<file path="src/rtl/dp_ram_ctrl.sv">
// Simple-dual-port RAM with valid/ready ports, byte-enable writes,
// 1- or 2-cycle read latency, selectable read-during-write behaviour,
// out-of-range address flagging and a zero-fill sweep after reset.
module dp_ram_ctrl #(
   parameter int unsigned WIDTH        = 32,
   parameter int unsigned DEPTH        = 64,
   parameter int unsigned ADDR_WIDTH   = $clog2(DEPTH),
   parameter int unsigned BE_WIDTH     = WIDTH / 8,
   parameter int unsigned READ_LATENCY = 1,
   parameter int unsigned RDW_MODE     = 0
) (
   input  logic                  clk,
   input  logic                  rst,
   output logic                  init_done,
   input  logic                  wr_valid,
   output logic                  wr_ready,
   input  logic [ADDR_WIDTH-1:0] wr_addr,
   input  logic [WIDTH-1:0]      wr_data,
   input  logic [BE_WIDTH-1:0]   wr_be,
   input  logic                  rd_valid,
   output logic                  rd_ready,
   input  logic [ADDR_WIDTH-1:0] rd_addr,
   output logic [WIDTH-1:0]      rd_data,
   output logic                  rd_data_valid,
   output logic                  addr_err
);

   typedef enum logic {INIT, RUN} state_t;

   state_t                state;
   logic [ADDR_WIDTH-1:0] cnt;
   logic [WIDTH-1:0]      mem [DEPTH];

   logic                  wr_acc;
   logic                  rd_acc;
   logic                  wr_in;
   logic                  rd_in;
   logic [WIDTH-1:0]      rd_word;
   logic                  s1_valid;
   logic [WIDTH-1:0]      s1_data;

   // Accept qualification; ready flags are registered and lag rst by one
   // edge, so rst itself also blocks acceptance.
   always_comb begin
      wr_in  = 32'(wr_addr) < DEPTH;
      rd_in  = 32'(rd_addr) < DEPTH;
      wr_acc = wr_valid && wr_ready && !rst;
      rd_acc = rd_valid && rd_ready && !rst;
   end

   // Read word at accept time, with same-address write bytes folded in for write-first mode
   always_comb begin
      rd_word = '0;
      if (rd_in) begin
         rd_word = mem[rd_addr];
         if (RDW_MODE == 0 && wr_acc && wr_in && wr_addr == rd_addr) begin
            for (int unsigned i = 0; i < BE_WIDTH; i++) begin
               if (wr_be[i]) begin
                  rd_word[8*i +: 8] = wr_data[8*i +: 8];
               end
            end
         end
      end
   end

   // Control FSM: zero-fill sweep one word per cycle, then run with constant ready
   always_ff @(posedge clk) begin
      if (rst) begin
         state     <= INIT;
         cnt       <= '0;
         init_done <= 1'b0;
         wr_ready  <= 1'b0;
         rd_ready  <= 1'b0;
      end else begin
         case (state)
            INIT: begin
               if (32'(cnt) == DEPTH - 1) begin
                  state     <= RUN;
                  init_done <= 1'b1;
                  wr_ready  <= 1'b1;
                  rd_ready  <= 1'b1;
               end else begin
                  cnt <= cnt + ADDR_WIDTH'(1);
               end
            end
            RUN: begin
               init_done <= 1'b1;
               wr_ready  <= 1'b1;
               rd_ready  <= 1'b1;
            end
            default: state <= INIT;
         endcase
      end
   end

   // Memory array: sweep writes during INIT, byte-enabled in-range writes in RUN
   always_ff @(posedge clk) begin
      if (!rst) begin
         if (state == INIT) begin
            mem[cnt] <= '0;
         end else if (wr_acc && wr_in) begin
            for (int unsigned i = 0; i < BE_WIDTH; i++) begin
               if (wr_be[i]) begin
                  mem[wr_addr][8*i +: 8] <= wr_data[8*i +: 8];
               end
            end
         end
      end
   end

   // Read pipeline and error pulse; data is captured at accept so a later
   // write cannot alter an in-flight read.
   always_ff @(posedge clk) begin
      if (rst) begin
         s1_valid      <= 1'b0;
         s1_data       <= '0;
         rd_data_valid <= 1'b0;
         rd_data       <= '0;
         addr_err      <= 1'b0;
      end else begin
         addr_err <= (wr_acc && !wr_in) || (rd_acc && !rd_in);
         if (READ_LATENCY == 2) begin
            s1_valid <= rd_acc;
            if (rd_acc) begin
               s1_data <= rd_word;
            end
            rd_data_valid <= s1_valid;
            if (s1_valid) begin
               rd_data <= s1_data;
            end
         end else begin
            s1_valid      <= 1'b0;
            rd_data_valid <= rd_acc;
            if (rd_acc) begin
               rd_data <= rd_word;
            end
         end
      end
   end

endmodule

</file>
<file path="config.mk">
export PLATFORM = sky130hd
export DESIGN_NAME = dp_ram_ctrl
export DESIGN_NICKNAME = d
export VERILOG_FILES = /design/src/rtl/dp_ram_ctrl.sv
export SDC_FILE = /design/constraint.sdc
export NUM_CORES = 2
export LEC_CHECK = 0
export ABC_AREA = 1
export BUFFER_PORTS_ARGS = -buffer_cell sky130_fd_sc_hd__buf_2
export CAP_MARGIN = 10
export CELL_PAD_IN_SITES_DETAIL_PLACEMENT = 1
export CELL_PAD_IN_SITES_GLOBAL_PLACEMENT = 1
export CORE_AREA = 2 2 587 297
export DETAILED_ROUTE_END_ITERATION = 10
export DIE_AREA = 0 0 589 299
export GPL_TIMING_DRIVEN = 1
export PLACE_DENSITY = 0.75
export REMOVE_ABC_BUFFERS = 1
export SYNTH_ARGS = -nofsm -noshare
export SYNTH_HDL_FRONTEND = slang
export SYNTH_SLANG_ARGS = --single-unit
</file>
<file path="constraint.sdc">
create_clock -name clk -period 4.1 [get_ports clk]
set_clock_uncertainty 0.2 [all_clocks]
set_input_delay 0.205 -clock clk [delete_from_list [all_inputs] [get_ports clk]]
set_output_delay 0.205 -clock clk [all_outputs]
set_load 0.1 [all_outputs]
</file>
; ---- Word level (Yosys, flattened, before mapping)
; Memories as Yosys holds them, arrays and structs flattened.
; Cells that the tools add are included.
[classes]
add_sub_neg = 1
eq_ne = 3
muxes = 35
bitwise_logic = 2
n_reduce_logical = 8
[ops]
columns = operator, count
row1 = $mux 32, 2
row2 = $mux 8, 4
row3 = $reduce_or 32->1, 1
row4 = $mux 1, 26
row5 = $add 6x1->6 const B, 1
row6 = $eq 6x6->1, 1
row7 = $eq 6x6->1 const B, 1
row8 = $mux 6, 1
row9 = $logic_and 1x1->1, 5
row10 = $mux 4, 1
row11 = $ne 2x2->1 const B, 1
row12 = $not 1->1, 2
row13 = $pmux 1 s2, 1
row14 = $reduce_and 2->1, 1
row15 = $logic_not 1->1, 1
[word_totals]
ff_bits = 41
ramBits = 2048
input_bits = 52
output_inout_bits = 37
mem_count = 1
[mem_list]
columns = name, depth, width, read_ports, rd_ports_with_merged_regs, wr, line
row1 = mem, 64, 32, 1, 0, 1, 32  ; logic [WIDTH-1:0] mem [DEPTH];

; ---- Depth between registers and ports, before layout
[depth]
ltp_word = 8
mapped_depth = 15
mapped_depth_nobuf = 11

; ---- Worst setup path before layout
; No wires, ideal clock.
[synth_path]
kind = register to register
start = reg rd_ready (netlist name)
end = mem mem[0][10] (data pin)
setup_ns = 0.500
arrival_ns = 3.556
setup_slack_ns = -0.156
path_stages_with_launch = 9
path_buffers = 2
path_cell_list = dfxtp_1 nand2_1 nor2_2 o211ai_1 nand2_1 buf_4 inv_1 clkbuf_1 nor2_1
[synth_lines]
columns = item, line
row1 = end: declaration, 32

==> run_results.csv <==
group,metric,value,unit
worst_setup_path,setup.worst_path.start_class,"flip-flop",
run,cap_viol_max_count,0,
route,avgRoutedWirePerCell,29.16,um
synth,synth_area_leaders,"edfxtp_1 (72%), nand2_1 (12%), nand3_1 (11%)",
synth,yosysWarningCount,0,
timing,rsz0062_at_grt,"yes",
synth,synthArstFlopShare,0,
die,die_area,176100,sq um
route,first_iter_violations,8834,
timing,max_slew_margin,0.1890,
placed_design,dp_cells,9822,
layout,final_area,97540,sq um
die,die_w,589,um
global_routing,grt_max_degree,208,
die,io_pins,89,
global_routing,antenna_found_initial,8,
clocking,clkTransAtPathRegs,0.07,ns
route,wirelength,298300,um
min_path,min_path_type,"in -> reg",
worst_setup_path,cp.required,4.43,ns
route,drc,0,
synth,yosysTopAreaCell,"edfxtp_1",
synth,netlist_area,85240,sq um
timing,setup_tns,-0.01792,ns
power_and_ir_drop,total_power,44.19,mW
timing,setup_viol,8,
timing,tightestPinTransition,1.213,ns
clocking,cts_made_buffers,191,
synth,synthDistinctLibCells,26,
synth,synth_common_cells,"nand2_1 (2,707), edfxtp_1 (2,048), nand3_1 (1,797), clkbuf_1 (374), nor2_1 (298)",
global_routing,grt_pass1_vias,62379,
worst_setup_path,crit_fanout,8,
layout,finalNonFillerCells,10231,
synth,synth_edf_count,2048,
placed_design,port_buffers,87,
placed_design,placed_area,90700,sq um
layout,areaGrowthSynthToFinish,14.44,%
global_routing,overflow,0,
worst_setup_path,worstSetupPathType,"reg -> reg",
worst_setup_path,critPathCaptureType,"flip-flop",
clocking,h-tree-depth,4,
timing,post-route-min-period,4.103,ns
synth,yosys_register_bits,2089,
die,die_h,299,um
synth,synth.avg_cell_area,11.32,sq um
outcome,violations,"negative setup slack",
route,vias_per_cell,6.082,
timing,fin_crit_sh,1.001,
synth,ys.flop_type,"edfxtp_1",
die,initial_utilization,0.4963,
outcome,outcome,"complete, but fails checks",
clocking,cts_tree,"done",
placed_design,hpwl,185800,um
timing,report.final.slew_viol_count,0,
global_routing,grt_pass1_wl,434900,um
route,ant_nets,0,
placed_design,place_congestion,0.8855,
synth,netlist_instances,7527,
route,first_pass_iters,7,
synth,ys_seq_area_frac,0.7311,
layout,final_net_count,7824,
clocking,root_buffer,"clkbuf_16",
timing,fmax,0.2437,GHz
die,core,171800,sq um
clocking,insertion_delay,0.84,ns
route,routed-via-count,62230,
synth,yosysMostFrequentCell,"nand2_1",
global_routing,grt_usage,0.3381,
power_and_ir_drop,p_leak,35.13,nW
layout,n_fill_cell,17641,
layout,drive_gt1_frac,0.1032,
timing,worst_slack,-0.003101,ns
clocking,clockBufferDepth,4,
worst_setup_path,cp.arrival,4.44,ns
clocking,clkSinkCount,2089,
power_and_ir_drop,powerDensity,453.1,nW/um^2
die,num_rows,108,
synth,synth_top_area_frac,0.7215,
power_and_ir_drop,peakVddDrop,0.4117,mV
timing,finalHoldViolCount,0,
registers in the layout (all words and copies together) (netlist names):
register and flops:
state 1, rd_data 32, cnt 6, rd_ready 1
mem 2048, rd_data_valid 1
final timing paths:
kind,startpoint,endpoint,slack [ns],depth (start not counted)
min,rd_addr[4],rd_data[20],0.03,6
min reg2reg,rd_data[30],rd_data[30],0.27,2
max,rd_ready,mem[4][11],-0.003,12
max reg2reg,rd_ready,mem[4][11],-0.003,12
cell families after synthesis:
kind of cell,count (synthesis),share of synthesized area
flip-flops,2089,0.7311
adder cells (fa/ha/maj),1,0.0001468
other,1,0.00004400
AO/OA/AOI/OAI,55,0.003405
XOR/XNOR,6,0.0006165
buffers and inverters,552,0.02504
AND/OR/NAND/NOR,4823,0.2396
metrics by stage:
stage                     setup WS, ns    util  hold WS [ns]
final                        -0.003101  0.5679       0.03243
after global routing          -0.02542  0.5679       0.03263
after CTS                      0.08910  0.5676      0.004150
after detailed placement        0.1244  0.5281        0.2634
after global placement          0.1869  0.5281        0.2592
after floorplan                 -4.949       -       0.07738
critical path, stage by stage, from the launching register on:
cell and delay (ns):
dfxtp_1 0.45, nand2_1 0.10, nor2_2 0.22, o211ai_1 0.13, nand2_1 0.24, buf_4 0.22
nand2_1 0.06, o21ai_1 0.15, nand2_1 0.18, nor2_2 0.36, nand2_1 0.66, nor2_1 0.55
buf_4 0.25
cells in the final DEF, fill, tap and decap left out, drive strengths merged, types with 11 or more instances in the layout:
| master | Yosys | routed |
|---|---|---|
| dfxtp | 41 | 41 |
| o21ai | 11 | 11 |
| a21oi | 37 | 37 |
| nor2 | 315 | 315 |
| buf | 114 | 473 |
| dlygate4sd3 | 0 | 66 |
| clkbuf | 374 | 254 |
| nand2 | 2707 | 2707 |
| inv | 64 | 65 |
| clkinv | 0 | 61 |
| edfxtp | 2048 | 2048 |
| bufinv | 0 | 19 |
| nand3 | 1797 | 1797 |
metal layers:
layer	part of all wire	routed length [um]	GRT usage	vias up
met5	0.0020	592	0.02249	-
li1	-	-	-	26723
met2	0.42	126800	0.4834	3424
met3	0.12	35060	0.08880	469
met1	0.43	127100	0.5091	31607
met4	0.029	8768	0.09220	7
power breakdown:
part	switching (mW)	total, mW	internal, mW
logic	2.08	2.83	0.743
registers	0.0235	23.2	23.1
clock network	8.05	18.2	10.2
total	10.2	44.2	34.0
repair_timing:
action / CTS / global route
endpoints found under the hold margin: 1722 / 0
endpoints found under the setup margin: 0 / 175
hold buffers: 66 / 0
buffers inserted: 0 / 0
resized for setup: 0 / 20
cell type report:
| class | count | area, sq um | share of cell area |
|---|---|---|---|
| clock buffer | 254 | 5241 | 0.05373 |
| antenna | 5 | 12.51 | 0.0001283 |
| tap | 2310 | 2890 | 0.02963 |
| clock inverter | 84 | 874.6 | 0.008966 |
| multi-input combinational | 4886 | 21150 | 0.2168 |
| timing repair buffer | 539 | 4792 | 0.04913 |
| inverter | 64 | 267.8 | 0.002745 |
| sequential | 2089 | 62320 | 0.6389 |
No activity file was read; power rests on OpenSTA's default activity.
